File: src/rtl/cal_pkg.sv
// Shared types and constants for the calendar sequencer: FSM states, weekday
// encoding, reset date and small BCD helpers.
package cal_pkg;

  typedef enum logic [1:0] {
    IDLE,
    ADVANCE,
    VALIDATE,
    DOW
  } cal_state_e;

  localparam logic [2:0] DOW_SAT = 3'd0;
  localparam logic [2:0] DOW_SUN = 3'd1;
  localparam logic [2:0] DOW_MON = 3'd2;
  localparam logic [2:0] DOW_TUE = 3'd3;
  localparam logic [2:0] DOW_WED = 3'd4;
  localparam logic [2:0] DOW_THU = 3'd5;
  localparam logic [2:0] DOW_FRI = 3'd6;

  localparam logic [7:0] RST_DAY   = 8'h01;
  localparam logic [7:0] RST_MONTH = 8'h01;
  localparam logic [7:0] RST_YEAR  = 8'h00;
  localparam logic [2:0] RST_DOW   = DOW_SAT;

  function automatic logic [6:0] bcd_to_bin(input logic [7:0] b);
    return 7'(b[7:4]) * 7'd10 + 7'(b[3:0]);
  endfunction

  // Two-digit BCD increment; 99 rolls over to 00.
  function automatic logic [7:0] bcd_inc(input logic [7:0] b);
    if (b == 8'h99)
      return 8'h00;
    else if (b[3:0] == 4'h9)
      return {b[7:4] + 4'h1, 4'h0};
    else
      return {b[7:4], b[3:0] + 4'h1};
  endfunction

  // Year mod 4 == 0 on the BCD digits; bit 4 is the LSB of the tens digit.
  function automatic logic leap_year(input logic [7:0] yr);
    if (yr[4])
      return (yr[3:0] == 4'h2) || (yr[3:0] == 4'h6);
    else
      return (yr[3:0] == 4'h0) || (yr[3:0] == 4'h4) || (yr[3:0] == 4'h8);
  endfunction

endpackage

File: src/rtl/zellers_congruence.sv
// Combinational Zeller weekday for a 20xx BCD date (0=Sat .. 6=Fri).
module zellers_congruence
  import cal_pkg::*;
(
  input  logic [7:0] day_i,
  input  logic [7:0] month_i,
  input  logic [7:0] year_i,
  output logic [2:0] dow_o
);

  logic [9:0] q, m, yy, m_adj, k, j, sum;

  always_comb begin
    q  = 10'(bcd_to_bin(day_i));
    m  = 10'(bcd_to_bin(month_i));
    yy = 10'(bcd_to_bin(year_i));
    // Jan/Feb count as months 13/14 of the previous year; 2000 borrows from 1999.
    if (m < 10'd3) begin
      m_adj = m + 10'd12;
      if (yy == 10'd0) begin
        k = 10'd99;
        j = 10'd19;
      end else begin
        k = yy - 10'd1;
        j = 10'd20;
      end
    end else begin
      m_adj = m;
      k     = yy;
      j     = 10'd20;
    end
    sum = q + (10'd13 * (m_adj + 10'd1)) / 10'd5 + k + k / 10'd4
        + j / 10'd4 + 10'd5 * j;
    dow_o = 3'(sum % 10'd7);
  end

endmodule

File: src/rtl/calendar_sequencer.sv
// BCD calendar date sequencer with set/validate path and registered weekday.
// Leap-year February is enabled by defining CAL_LEAP_YEAR_EN.
module calendar_sequencer
  import cal_pkg::*;
(
  input  logic       clk,
  input  logic       rst,
  input  logic       day_tick,
  input  logic       set_req,
  input  logic [7:0] set_day,
  input  logic [7:0] set_month,
  input  logic [7:0] set_year,
  output logic       set_ack,
  output logic       set_err,
  output logic [7:0] day,
  output logic [7:0] month,
  output logic [7:0] year,
  output logic [2:0] day_of_week,
  output logic       dow_valid,
  output logic       busy,
  output logic       tick_overrun
);

  cal_state_e state_q, state_d;
  logic [7:0] day_q, day_d, month_q, month_d, year_q, year_d;
  logic [7:0] set_day_q, set_day_d, set_month_q, set_month_d, set_year_q, set_year_d;
  logic [2:0] dow_q, dow_d, zeller_dow;
  logic       dow_valid_q, dow_valid_d, set_ack_q, set_ack_d, set_err_q, set_err_d;
  logic       pending_q, pending_d, overrun_q, overrun_d;
  logic       set_go, set_ok, set_digits_ok, cur_leap, set_leap;

  function automatic logic [7:0] month_len(input logic [7:0] mon, input logic leap);
    case (mon)
      8'h01, 8'h03, 8'h05, 8'h07, 8'h08, 8'h10, 8'h12: month_len = 8'h31;
      8'h04, 8'h06, 8'h09, 8'h11:                      month_len = 8'h30;
      8'h02:   month_len = leap ? 8'h29 : 8'h28;
      default: month_len = 8'h00;
    endcase
  endfunction

`ifdef CAL_LEAP_YEAR_EN
  assign cur_leap = leap_year(year_q);
  assign set_leap = leap_year(set_year_q);
`else
  assign cur_leap = 1'b0;
  assign set_leap = 1'b0;
`endif

  zellers_congruence u_zeller (
    .day_i   (day_q),
    .month_i (month_q),
    .year_i  (year_q),
    .dow_o   (zeller_dow)
  );

  assign set_go = set_req && !set_ack_q && !set_err_q;

  // BCD compares are monotonic once every digit is known to be <= 9.
  assign set_digits_ok = (set_day_q[7:4]   <= 4'd9) && (set_day_q[3:0]   <= 4'd9) &&
                         (set_month_q[7:4] <= 4'd9) && (set_month_q[3:0] <= 4'd9) &&
                         (set_year_q[7:4]  <= 4'd9) && (set_year_q[3:0]  <= 4'd9);
  assign set_ok = set_digits_ok &&
                  (set_month_q >= 8'h01) && (set_month_q <= 8'h12) &&
                  (set_day_q >= 8'h01) && (set_day_q <= month_len(set_month_q, set_leap));

  always_comb begin
    state_d     = state_q;
    day_d       = day_q;
    month_d     = month_q;
    year_d      = year_q;
    set_day_d   = set_day_q;
    set_month_d = set_month_q;
    set_year_d  = set_year_q;
    dow_d       = dow_q;
    dow_valid_d = dow_valid_q;
    set_ack_d   = 1'b0;
    set_err_d   = 1'b0;
    pending_d   = pending_q;
    overrun_d   = overrun_q;

    if (day_tick) begin
      if (pending_q)
        overrun_d = 1'b1;
      else if ((state_q != IDLE) || set_go)
        pending_d = 1'b1;
    end

    case (state_q)
      IDLE: begin
        if (set_go) begin
          state_d     = VALIDATE;
          set_day_d   = set_day;
          set_month_d = set_month;
          set_year_d  = set_year;
        end else if (day_tick || pending_q) begin
          state_d     = ADVANCE;
          dow_valid_d = 1'b0;
          if (pending_q)
            pending_d = 1'b0;
        end
      end
      ADVANCE: begin
        state_d = DOW;
        if (day_q < month_len(month_q, cur_leap)) begin
          day_d = bcd_inc(day_q);
        end else begin
          day_d = 8'h01;
          if (month_q == 8'h12) begin
            month_d = 8'h01;
            year_d  = bcd_inc(year_q);
          end else begin
            month_d = bcd_inc(month_q);
          end
        end
      end
      VALIDATE: begin
        if (set_ok) begin
          state_d     = DOW;
          day_d       = set_day_q;
          month_d     = set_month_q;
          year_d      = set_year_q;
          set_ack_d   = 1'b1;
          dow_valid_d = 1'b0;
        end else begin
          state_d   = IDLE;
          set_err_d = 1'b1;
        end
      end
      DOW: begin
        state_d     = IDLE;
        dow_d       = zeller_dow;
        dow_valid_d = 1'b1;
      end
      default: state_d = IDLE;
    endcase
  end

  always_ff @(posedge clk or posedge rst) begin
    if (rst) begin
      state_q     <= IDLE;
      day_q       <= RST_DAY;
      month_q     <= RST_MONTH;
      year_q      <= RST_YEAR;
      set_day_q   <= '0;
      set_month_q <= '0;
      set_year_q  <= '0;
      dow_q       <= RST_DOW;
      dow_valid_q <= 1'b1;
      set_ack_q   <= 1'b0;
      set_err_q   <= 1'b0;
      pending_q   <= 1'b0;
      overrun_q   <= 1'b0;
    end else begin
      state_q     <= state_d;
      day_q       <= day_d;
      month_q     <= month_d;
      year_q      <= year_d;
      set_day_q   <= set_day_d;
      set_month_q <= set_month_d;
      set_year_q  <= set_year_d;
      dow_q       <= dow_d;
      dow_valid_q <= dow_valid_d;
      set_ack_q   <= set_ack_d;
      set_err_q   <= set_err_d;
      pending_q   <= pending_d;
      overrun_q   <= overrun_d;
    end
  end

  assign set_ack      = set_ack_q;
  assign set_err      = set_err_q;
  assign day          = day_q;
  assign month        = month_q;
  assign year         = year_q;
  assign day_of_week  = dow_q;
  assign dow_valid    = dow_valid_q;
  assign busy         = (state_q != IDLE);
  assign tick_overrun = overrun_q;

endmodule

File: config.mk
export PLATFORM = sky130hd
export DESIGN_NAME = calendar_sequencer
export DESIGN_NICKNAME = d
export VERILOG_FILES = /design/src/rtl/cal_pkg.sv /design/src/rtl/zellers_congruence.sv /design/src/rtl/calendar_sequencer.sv
export SDC_FILE = /design/constraint.sdc
export NUM_CORES = 1
export LEC_CHECK = 0
export ABC_CLOCK_PERIOD_IN_PS = 18800
export BUFFER_PORTS_ARGS = -buffer_cell sky130_fd_sc_hd__buf_2
export CAP_MARGIN = 10
export CORE_ASPECT_RATIO = 0.5
export CORE_MARGIN = 2
export CORE_UTILIZATION = 40
export CTS_CLUSTER_SIZE = 24
export DETAILED_ROUTE_END_ITERATION = 8
export PLACE_DENSITY = 0.54
export SLEW_MARGIN = 40
export SYNTH_ARGS = -nofsm -noshare
export SYNTH_HDL_FRONTEND = slang
export SYNTH_SLANG_ARGS = --single-unit
export TNS_END_PERCENT = 50
File: constraint.sdc
create_clock -name clk -period 18.8 [get_ports clk]
set_input_delay 3.76 -clock clk [delete_from_list [all_inputs] [get_ports clk]]
set_output_delay 3.76 -clock clk [all_outputs]
set_load 0.01 [all_outputs]
Yosys cells after proc, flatten, opt, wreduce, memory -nomap -nowiden
Cells that the tools add are included.
{"block": "word_totals", "input_bits": 28, "elab_cells": 171, "register_bits": 58}
{"block": "op_classes", "mul": 5, "n_div": 2, "n_eq_ne": 42, "reduce_logical": 33, "order_cmp": 12, "muxes": 44, "n_addsub": 17}
{"cell": "$mux W8", "count": 15}
{"cell": "$eq A8 B3 Y1 const B", "count": 8}
{"cell": "$eq A8 B5 Y1 const B", "count": 6}
{"cell": "$pmux W8 S2", "count": 3}
{"cell": "$pmux W6 S3", "count": 2}
{"cell": "$eq A8 B2 Y1 const B", "count": 4}
{"cell": "$eq A8 B4 Y1 const B", "count": 4}
{"cell": "$mux W10", "count": 3}
{"cell": "$add A4 B1 Y4 const B", "count": 6}
{"cell": "$eq A8 B8 Y1 const B", "count": 3}
{"cell": "$le A4 B4 Y1 const B", "count": 6}
{"cell": "$add A7 B4 Y7", "count": 3}
{"cell": "$add A10 B10 Y10", "count": 2}
{"cell": "$mul A4 B3 Y6 const B", "count": 3}
{"cell": "$eq A8 B1 Y1 const B", "count": 2}
{"cell": "$ge A8 B1 Y1 const B", "count": 2}
{"cell": "$mux W1", "count": 14}
{"cell": "$reduce_or A7 Y1", "count": 2}
{"cell": "$eq A4 B4 Y1 const B", "count": 3}
{"cell": "$reduce_and A4 Y1", "count": 3}
{"cell": "$logic_and A1 B1 Y1", "count": 11}
{"cell": "$add A10 B1 Y10 const B", "count": 1}
{"cell": "$add A10 B3 Y10", "count": 1}
{"cell": "$add A10 B8 Y10", "count": 1}
{"cell": "30 further kinds", "count": 47}

Longest topological paths before layout
Gate-level depths: netlist (run 1).
{"block": "depth", "depth_word": 13, "mapped_depth": 67, "mapped_depth_nobuf": 64}

Hierarchy
Synthesis (run 1) repeated with hierarchy kept, for this count alone.
{"block": "hier_totals", "cells_unflattened": 962, "area_unflattened_um2": 8156.6}
{"mod": "zellers_congruence", "area_per_inst_um2": 4620.7, "n_inst": 1, "seq_area_each_um2": 0.0, "cells_per_inst": 604}
{"mod": "calendar_sequencer", "area_per_inst_um2": 3535.9, "n_inst": 1, "seq_area_each_um2": 1455.1, "cells_per_inst": 358}

Worst setup path after synthesis (run 1)
No wires, ideal clock.
{"block": "synth_timing", "path_type": "register to register", "from": "reg month_q[5] (netlist: month[5])", "to": "reg dow_q[1] (netlist: day_of_week[1])", "arrival_ns": 13.651, "stages_incl_launch_ff": 65, "path_slack_ns": 5.029, "n_path_buf": 3, "synth_period_minus_slack_ns": 13.771, "cell_sequence": "dfrtp_1 ha_1 ha_1 fa_1 inv_1 a2bb2oi_1 o2111ai_2 o31ai_4 nor2_1 o31a_1 xnor2_1 inv_1 ha_1 inv_1 fa_1 inv_1 ha_1 clkbuf_1 (+29 left out) xor2_4 a21oi_1 o21ai_1 a21oi_2 o311a_4 nor3_1 o21bai_1 ha_1 inv_1 o221ai_2 nand2b_1 a211oi_1 or2_2 ha_1 nand2_1 o32ai_2 or4_1 a31o_1"}
{"block": "synth_between", "elab_chain_len": 13, "elab_cells_between_ends": 17, "cone_classes": "add/sub: 8; mul: 3; div: 2; order compare: 1; mux: 3"}
{"element": "from (decl)", "line_no": "calendar_sequencer.sv:25", "source": "logic [7:0] day_q, day_d, month_q, month_d, year_q, year_d;"}
{"element": "from (signal assigned)", "line_no": "calendar_sequencer.sv:156", "source": "month_q <= month_d;"}
{"element": "$mul A4 B3 Y6 (*)", "line_no": "cal_pkg.sv:26", "source": "return 7'(b[7:4]) * 7'd10 + 7'(b[3:0]);"}
{"element": "$add A7 B4 Y7 (*)", "line_no": "cal_pkg.sv:26"}
{"element": "$add A7 B4 Y8 or $lt A7 B2 Y1 (tied branches)", "line_no": "zellers_congruence.sv:19, zellers_congruence.sv:18"}
{"element": "$mux W10", "line_no": "zellers_congruence.sv:18", "source": "if (m < 10'd3) begin"}
{"element": "$add A10 B1 Y10", "line_no": "zellers_congruence.sv:32", "source": "sum = q + (10'd13 * (m_adj + 10'd1)) / 10'd5 + k + k / 10'd4"}
{"element": "$mul A4 B10 Y10", "line_no": "zellers_congruence.sv:32"}
{"element": "$div A10 B3 Y10", "line_no": "zellers_congruence.sv:32"}
{"element": "$add A7 B10 Y10", "line_no": "zellers_congruence.sv:32"}
{"element": "$add A10 B10 Y10", "line_no": "zellers_congruence.sv:32"}
{"element": "$add A10 B8 Y10", "line_no": "zellers_congruence.sv:32"}
{"element": "$add A10 B3 Y10", "line_no": "zellers_congruence.sv:33", "source": "+ j / 10'd4 + 10'd5 * j;"}
{"element": "$add A10 B10 Y10 (*)", "line_no": "zellers_congruence.sv:33"}
{"element": "$mod A10 B3 Y10 (*)", "line_no": "zellers_congruence.sv:34", "source": "dow_o = 3'(sum % 10'd7);"}
{"element": "to (signal assigned)", "line_no": "calendar_sequencer.sv:161", "source": "dow_q <= dow_d;"}
{"element": "to (decl)", "line_no": "calendar_sequencer.sv:27", "source": "logic [2:0] dow_q, dow_d, zeller_dow;"}
Every way passes the cells marked *; elsewhere a longest branch is shown, timed or not.
A chain may end at the register's enable or synchronous reset.

Final worst setup path (run 1)
{"block": "layout_timing", "from": "reg month_q[7] (netlist: month[7])", "to": "reg dow_q[1] (netlist: day_of_week[1])"}
Same word-level chain as after synthesis.

==> key figures, run 1 <==
Clock network
  • Longest Clk Path Bufs: 2
  • Clk sinks: 58
  • Number of buffers created by CTS: 9
  • Hold buffers post-CTS: 0
  • CTS H-tree depth: 3
  • Post-CTS sizing: 0
  • Postcts setup bufs: 0
  • Clock root cell: clkbuf_16
  • Clk_lat worst skew: between 0.3 and 0.4 ns
  • Clock tree from TritonCTS: done
  • Worst-path clk slew: approximately 0.050 ns

Detailed routing
  • Final ANT Viol Nets: 0
  • Via Count: roughly 7200
  • DR iter-0 viols: a little over 400
  • TritonRoute pass-1 iters: 5
  • DR DRC count: 0
  • Post-DR wirelength/cell: around 16 µm
  • Vias per inst: 5.59
  • WL final: roughly 20 mm

Floorplan
  • Starting Density: 0.411
  • Chip height: around 100 µm
  • Width of the die: just over 200 µm
  • Die area: 21300 µm²
  • Core outline area: ~20000 µm²
  • Ports: 60
  • Row cnt: 36

Worst setup path
  • Worst Path Required: 19.01 ns
  • Flop-to-flop setup slack: 3.53 ns
  • Slowest library cell on the worst path: o32ai_4
  • Worst EP arrival: ~15 ns
  • Crit Path Class: reg -> reg
  • Crit path largest cell delay: approximately 0.58 ns
  • Worst path top cell family by delay: compound AO/OA/AOI/OAI gates
  • Critical Path Source Type: flip-flop
  • Worst path bufs/invs: 8
  • Worst setup EP type: flip-flop
  • Worst-path fanout max: 16

Timing
  • Unrepaired setup endpoints after global routing: no
  • F_max: 65.5 MHz
  • Final min period: ~15 ns
  • Hold Fails Final Rpt: 0
  • Worst Hold Slack: about 0.45 ns
  • Setup TNS Final: 0 ns
  • Slew margin rel.: 0.462
  • Count of final setup violators: 0
  • Period utilization: 0.812
  • Clock Skew: a little under 0.006 ns
  • Worst-Margin Slew: between 0.7 and 0.8 ns
  • Slew Limit Fails: 0

Placement
  • Number of I/O port buffers: slightly below 60
  • Placed standard-cell area: 8570 µm²
  • Placer Congestion: just under 0.9
  • Post-detail-place hpwl: between 15 and 20 mm

Cells and area
  • Final Cell Area: slightly below 9000 µm²
  • Layout Nets: about 1200
  • Share of cells above drive strength 1: 0.143
  • Area Overhead vs Synth: 10.5%
  • Diode count: 0

Global routing
  • Met2 usage: 0.294
  • Global-route wire length before repair: 33.9 mm
  • Initial antenna violation count: 0
  • M1 GR Usage: 0.292
  • GRT Overall Usage: 0.193
  • Largest net degree at the start of global routing: 59
  • GRT Max-Usage Layer: met2
  • Grt met3 use: 0.0191
  • GRT overflow: 0
  • Vias in the first global route: between 6000 and 7000

Yosys
  • Top FF cell, synth: dfrtp_1
  • Syn Inst Count: between 900 and 1000
  • Warnings, synthesis: 0
  • Post-synth EDFFs: 0
  • Seq/Total Area, Yosys: 0.181
  • Synth top area share: 0.171
  • Synth top area cells: dfrtp_1 17%, ha_1 13%, fa_1 8.0%
  • Most frequent cells after synthesis: 87 x inv_1, 84 x ha_1, 80 x nand2_1
  • Mapped Avg Cell Area: a little over 8 µm²
  • Area leader, netlist: dfrtp_1
  • Netlist cell types: 98
  • Async SR Flop Fraction: 1.00
  • Mapped cell area: 8050 µm²
  • #FFs+latches synth: 58
  • Most common cell in the netlist: inv_1

Outcome
  • Outcome: complete, no violations

Worst hold path
  • HP Class: reg -> reg

Job
  • Max Cap Violations: 0
==> cell usage in the layout (no fill, tap or decap), drive strengths merged, types with 11 or more instances in the layout <==
master	Yosys	routed
mux2	27	27
and2	12	12
buf	12	64
a21oi	56	56
ha	84	84
xor2	16	16
nand3	29	29
nand2	80	80
fa	32	32
o21ai	78	78
o211ai	11	11
a211oi	17	17
a31oi	13	13
nor2b	14	14
nand2b	14	14
nor2	65	65
a21o	11	11
or3	11	11
dfrtp	55	55
xnor2	25	25
nor3	31	31
o21a	11	11
inv	87	87
==> worst register-to-register path: cells and delay by family, from the launching register on <==
kind / cells / cell delay [ns]
AOI/OAI and AO/OA: 23 / 5.22
adders and majority gates: 14 / 4.94
and+or+nand+nor: 13 / 2.98
buffers and inverters: 8 / 0.60
xor gates and xnor gates: 2 / 0.58
DFF: 1 / 0.53
muxes: 2 / 0.31
==> kinds of logic after synthesis <==
kind of cell	after synthesis	share of synthesized area
buffers and inverters	120	0.0591
AND/OR/NAND/NOR	315	0.198
XOR/XNOR	42	0.0516
adder cells (fa/ha/maj)	116	0.210
AO/OA/AOI/OAI	290	0.254
other	2	0.000933
flip-flops	58	0.181
multiplexers	33	0.0452
==> metal layers <==
metal / up-vias / part of all wire
li1: 3640 / -
met1: 3411 / 0.52
met2: 145 / 0.44
met3: 12 / 0.033
met4: 0 / 0.0076
met5: - / 0
==> cell type report <==
| type | count | area [µm²] |
|---|---|---|
| clock inverters | 5 | 55.1 |
| flip-flops and latches | 58 | 1460 |
| multi-input cells | 799 | 6150 |
| repair buffers | 64 | 337 |
| clock buffers | 10 | 239 |
| well taps | 266 | 333 |
| fillers | 1953 | 10700 |
| inverters | 87 | 327 |
==> through the flow <==
stage | utilization | worst slack, ns | cells
after floorplan | - | 5.03 | 977
final | 0.454 | 3.53 | 1289
after global routing | 0.454 | 2.12 | 1289
after CTS | 0.452 | 3.30 | 1289
after global placement | 0.437 | 3.72 | 1274
after detailed placement | 0.437 | 3.36 | 1274
==> path summary, 6_finish.rpt <==
| kind | start | endpoint | cells past startpoint |
|---|---|---|---|
| worst max-delay path | month[7] | day_of_week[1] | 62 |
| worst min-delay path | tick_overrun | tick_overrun | 1 |
| worst max register to register | month[7] | day_of_week[1] | 62 |
| worst min register to register | tick_overrun | tick_overrun | 1 |
| max in group asynchronous | rst | day[0] | 3 |
| min in group asynchronous | rst | set_day_q[3] | 3 |
==> registers in the layout, summed over array words and instances, names as in the netlist <==
signal / flops
pending_q: 1
set_err: 1
set_day_q: 8
set_year_q: 8
day: 8
set_month_q: 8
day_of_week: 3
dow_valid: 1
tick_overrun: 1
year: 8
state_q: 2
set_ack: 1
month: 8
Power of run 1 is not shown: default switching activity piles up to over one toggle a cycle in this logic, so the estimate is an artifact.
==> run 2, diff against run 1 <==
ABC_CLOCK_PERIOD_IN_PS = 14360   (was 18800)
clock period = 14.36 ns   (was 18.8 ns; I/O delays follow)
==> run 2 against run 1 <==
  * Die area unchanged
  * Via count rose by 4.4%
  * Cell area increased by 9.1%
  * Global-route usage up 0.95 points
  * Highest routed layer unchanged
  * Setup slack got worse by 2.8 ns
==> key figures, run 2 (same netlist as run 1, synthesis figures left out) <==
Outcome
  • Outcome: complete, no violations

Detailed routing
  • TritonRoute pass-1 iters: 6
  • WL final: roughly 22 mm
  • DR iter-0 viols: 529
  • Post-DR wirelength/cell: ~16 µm
  • Final ANT Viol Nets: 0
  • Via Count: roughly 7500
  • Vias per inst: 5.57
  • DR DRC count: 0

Clock network
  • Clk sinks: between 50 and 60
  • Longest Clk Path Bufs: 2
  • CTS H-tree depth: 3
  • Clock tree from TritonCTS: done
  • Clk_lat worst skew: 0.34 ns
  • Clock root cell: clkbuf_16
  • Hold buffers post-CTS: 0
  • Worst-path clk slew: approximately 0.050 ns
  • Number of buffers created by CTS: 9

Worst setup path
  • Worst setup EP type: flip-flop
  • Reg2reg start: month[5]
  • Crit path largest cell delay: ~0.6 ns
  • Worst r2r dst: day_of_week[1]
  • Worst Path Required: between 10 and 15 ns
  • Flop-to-flop setup slack: 0.70 ns
  • Slowest library cell on the worst path: fa_2
  • Worst-path fanout max: 8
  • Crit Path Class: reg -> reg
  • R2R depth: 62
  • Critical Path Source Type: flip-flop
  • Worst EP arrival: between 10 and 15 ns

Cells and area
  • Layout Nets: approximately 1200
  • Area Overhead vs Synth: 20.6%
  • Diode count: 0
  • Share of cells above drive strength 1: 0.242
  • Commonest non-fill, non-tap cell in the layout: inv_1
  • Commonest cells after routing, fill and taps aside: 86 x inv_1, 79 x nand2_1, 79 x ha_1

Global routing
  • GRT overflow: 0
  • Initial antenna violation count: 0
  • Global-route wire length before repair: 35.7 mm
  • GRT Overall Usage: 0.202
  • Vias in the first global route: between 7000 and 8000
  • Largest net degree at the start of global routing: 59

Floorplan
  • Row cnt: 36
  • Chip height: between 100 and 150 µm
  • Starting Density: 0.411
  • Core outline area: ~20000 µm²
  • Ports: 60
  • Die area: around 21000 µm²
  • Width of the die: between 200 and 250 µm

Placement
  • Post-detail-place hpwl: between 15 and 20 mm
  • Placer Congestion: 0.895
  • Number of I/O port buffers: between 50 and 60

Worst hold path
  • Hold depth: 1
  • HP Class: reg -> reg
  • Hold Path End: tick_overrun
  • Hold Path Origin: tick_overrun

Timing
  • Worst-Margin Slew: 0.728 ns
  • Clock Skew: 0.0104 ns
  • Slew margin rel.: 0.511
  • Slew Limit Fails: 0
  • F_max: 73.2 MHz
  • Final min period: ~14 ns
  • Setup TNS Final: 0 ns
  • Hold Fails Final Rpt: 0
  • Period utilization: 0.951
  • Count of final setup violators: 0
  • Worst Hold Slack: approximately 0.45 ns

Job
  • Max Cap Violations: 0
==> run 2: changes by cell type in the layout (fill, tap and decap cells not counted), sizes merged <==
cell      before  now
clkbuf        10   11
buf           64  124
clkinv         2    4
clkinvlp       2    0
==> run 2: layout make-up <==
class,count,area [µm²]
Tap cell,266,333
Timing Repair Buffer,124,811
Sequential cell,58,1460
Multi-Input combinational cell,799,6480
Clock inverter,5,53.8
Fill cell,1920,9890
Inverter,87,327
Clock buffer,11,243
==> run 2: metrics by stage <==
| stage | util | area, µm² | std cells | setup slack, ns |
|---|---|---|---|---|
| after floorplan | - | 8050 | 977 | 0.589 |
| after global placement | 0.451 | 8840 | 1310 | 0.197 |
| after detailed placement | 0.451 | 8840 | 1310 | -0.127 |
| after CTS | 0.467 | 9150 | 1327 | 0.00866 |
| after global routing | 0.495 | 9710 | 1350 | -0.146 |
| final | 0.495 | 9710 | 1350 | 0.699 |
==> run 2: what timing repair did <==
| action | 4_1_cts | 5_1_grt |
|---|---|---|
| gates cloned | 0 | 0 |
| pin swaps | 1 | 25 |
| endpoints found under the setup margin | 2 | 3 |
| resized for setup | 2 | 80 |
| setup buffers | 1 | 23 |
==> run 2: how the worst max path moves through the flow <==
stage               cells past startpoint  slack (ns)             end     start
floorplan                              64        0.59  day_of_week[1]  month[5]
global placement                       62        0.20  day_of_week[1]  month[5]
detailed placement                     62       -0.13  day_of_week[1]  month[5]
CTS                                    63       0.009  day_of_week[1]  month[5]
global route                           63       -0.15  day_of_week[1]  month[5]
finish                                 62        0.70  day_of_week[1]  month[5]
==> run 2: per-layer routing <==
layer,track usage,share of wire
met3,0.0291,0.036
met1,0.295,0.50
met5,0,0
met4,0.0481,0.013
met2,0.313,0.45
==> run 2: worst max-delay path: cells and delay by family (launching register included) <==
| family | cells | cell delay, ns |
|---|---|---|
| AND/OR/NAND/NOR | 13 | 2.85 |
| adder cells (fa/ha/maj) | 14 | 4.77 |
| XOR/XNOR | 3 | 0.67 |
| buffers and inverters | 10 | 1.03 |
| flip-flops | 1 | 0.44 |
| AO/OA/AOI/OAI | 22 | 3.74 |
Power of run 2 is left out for the same reason.
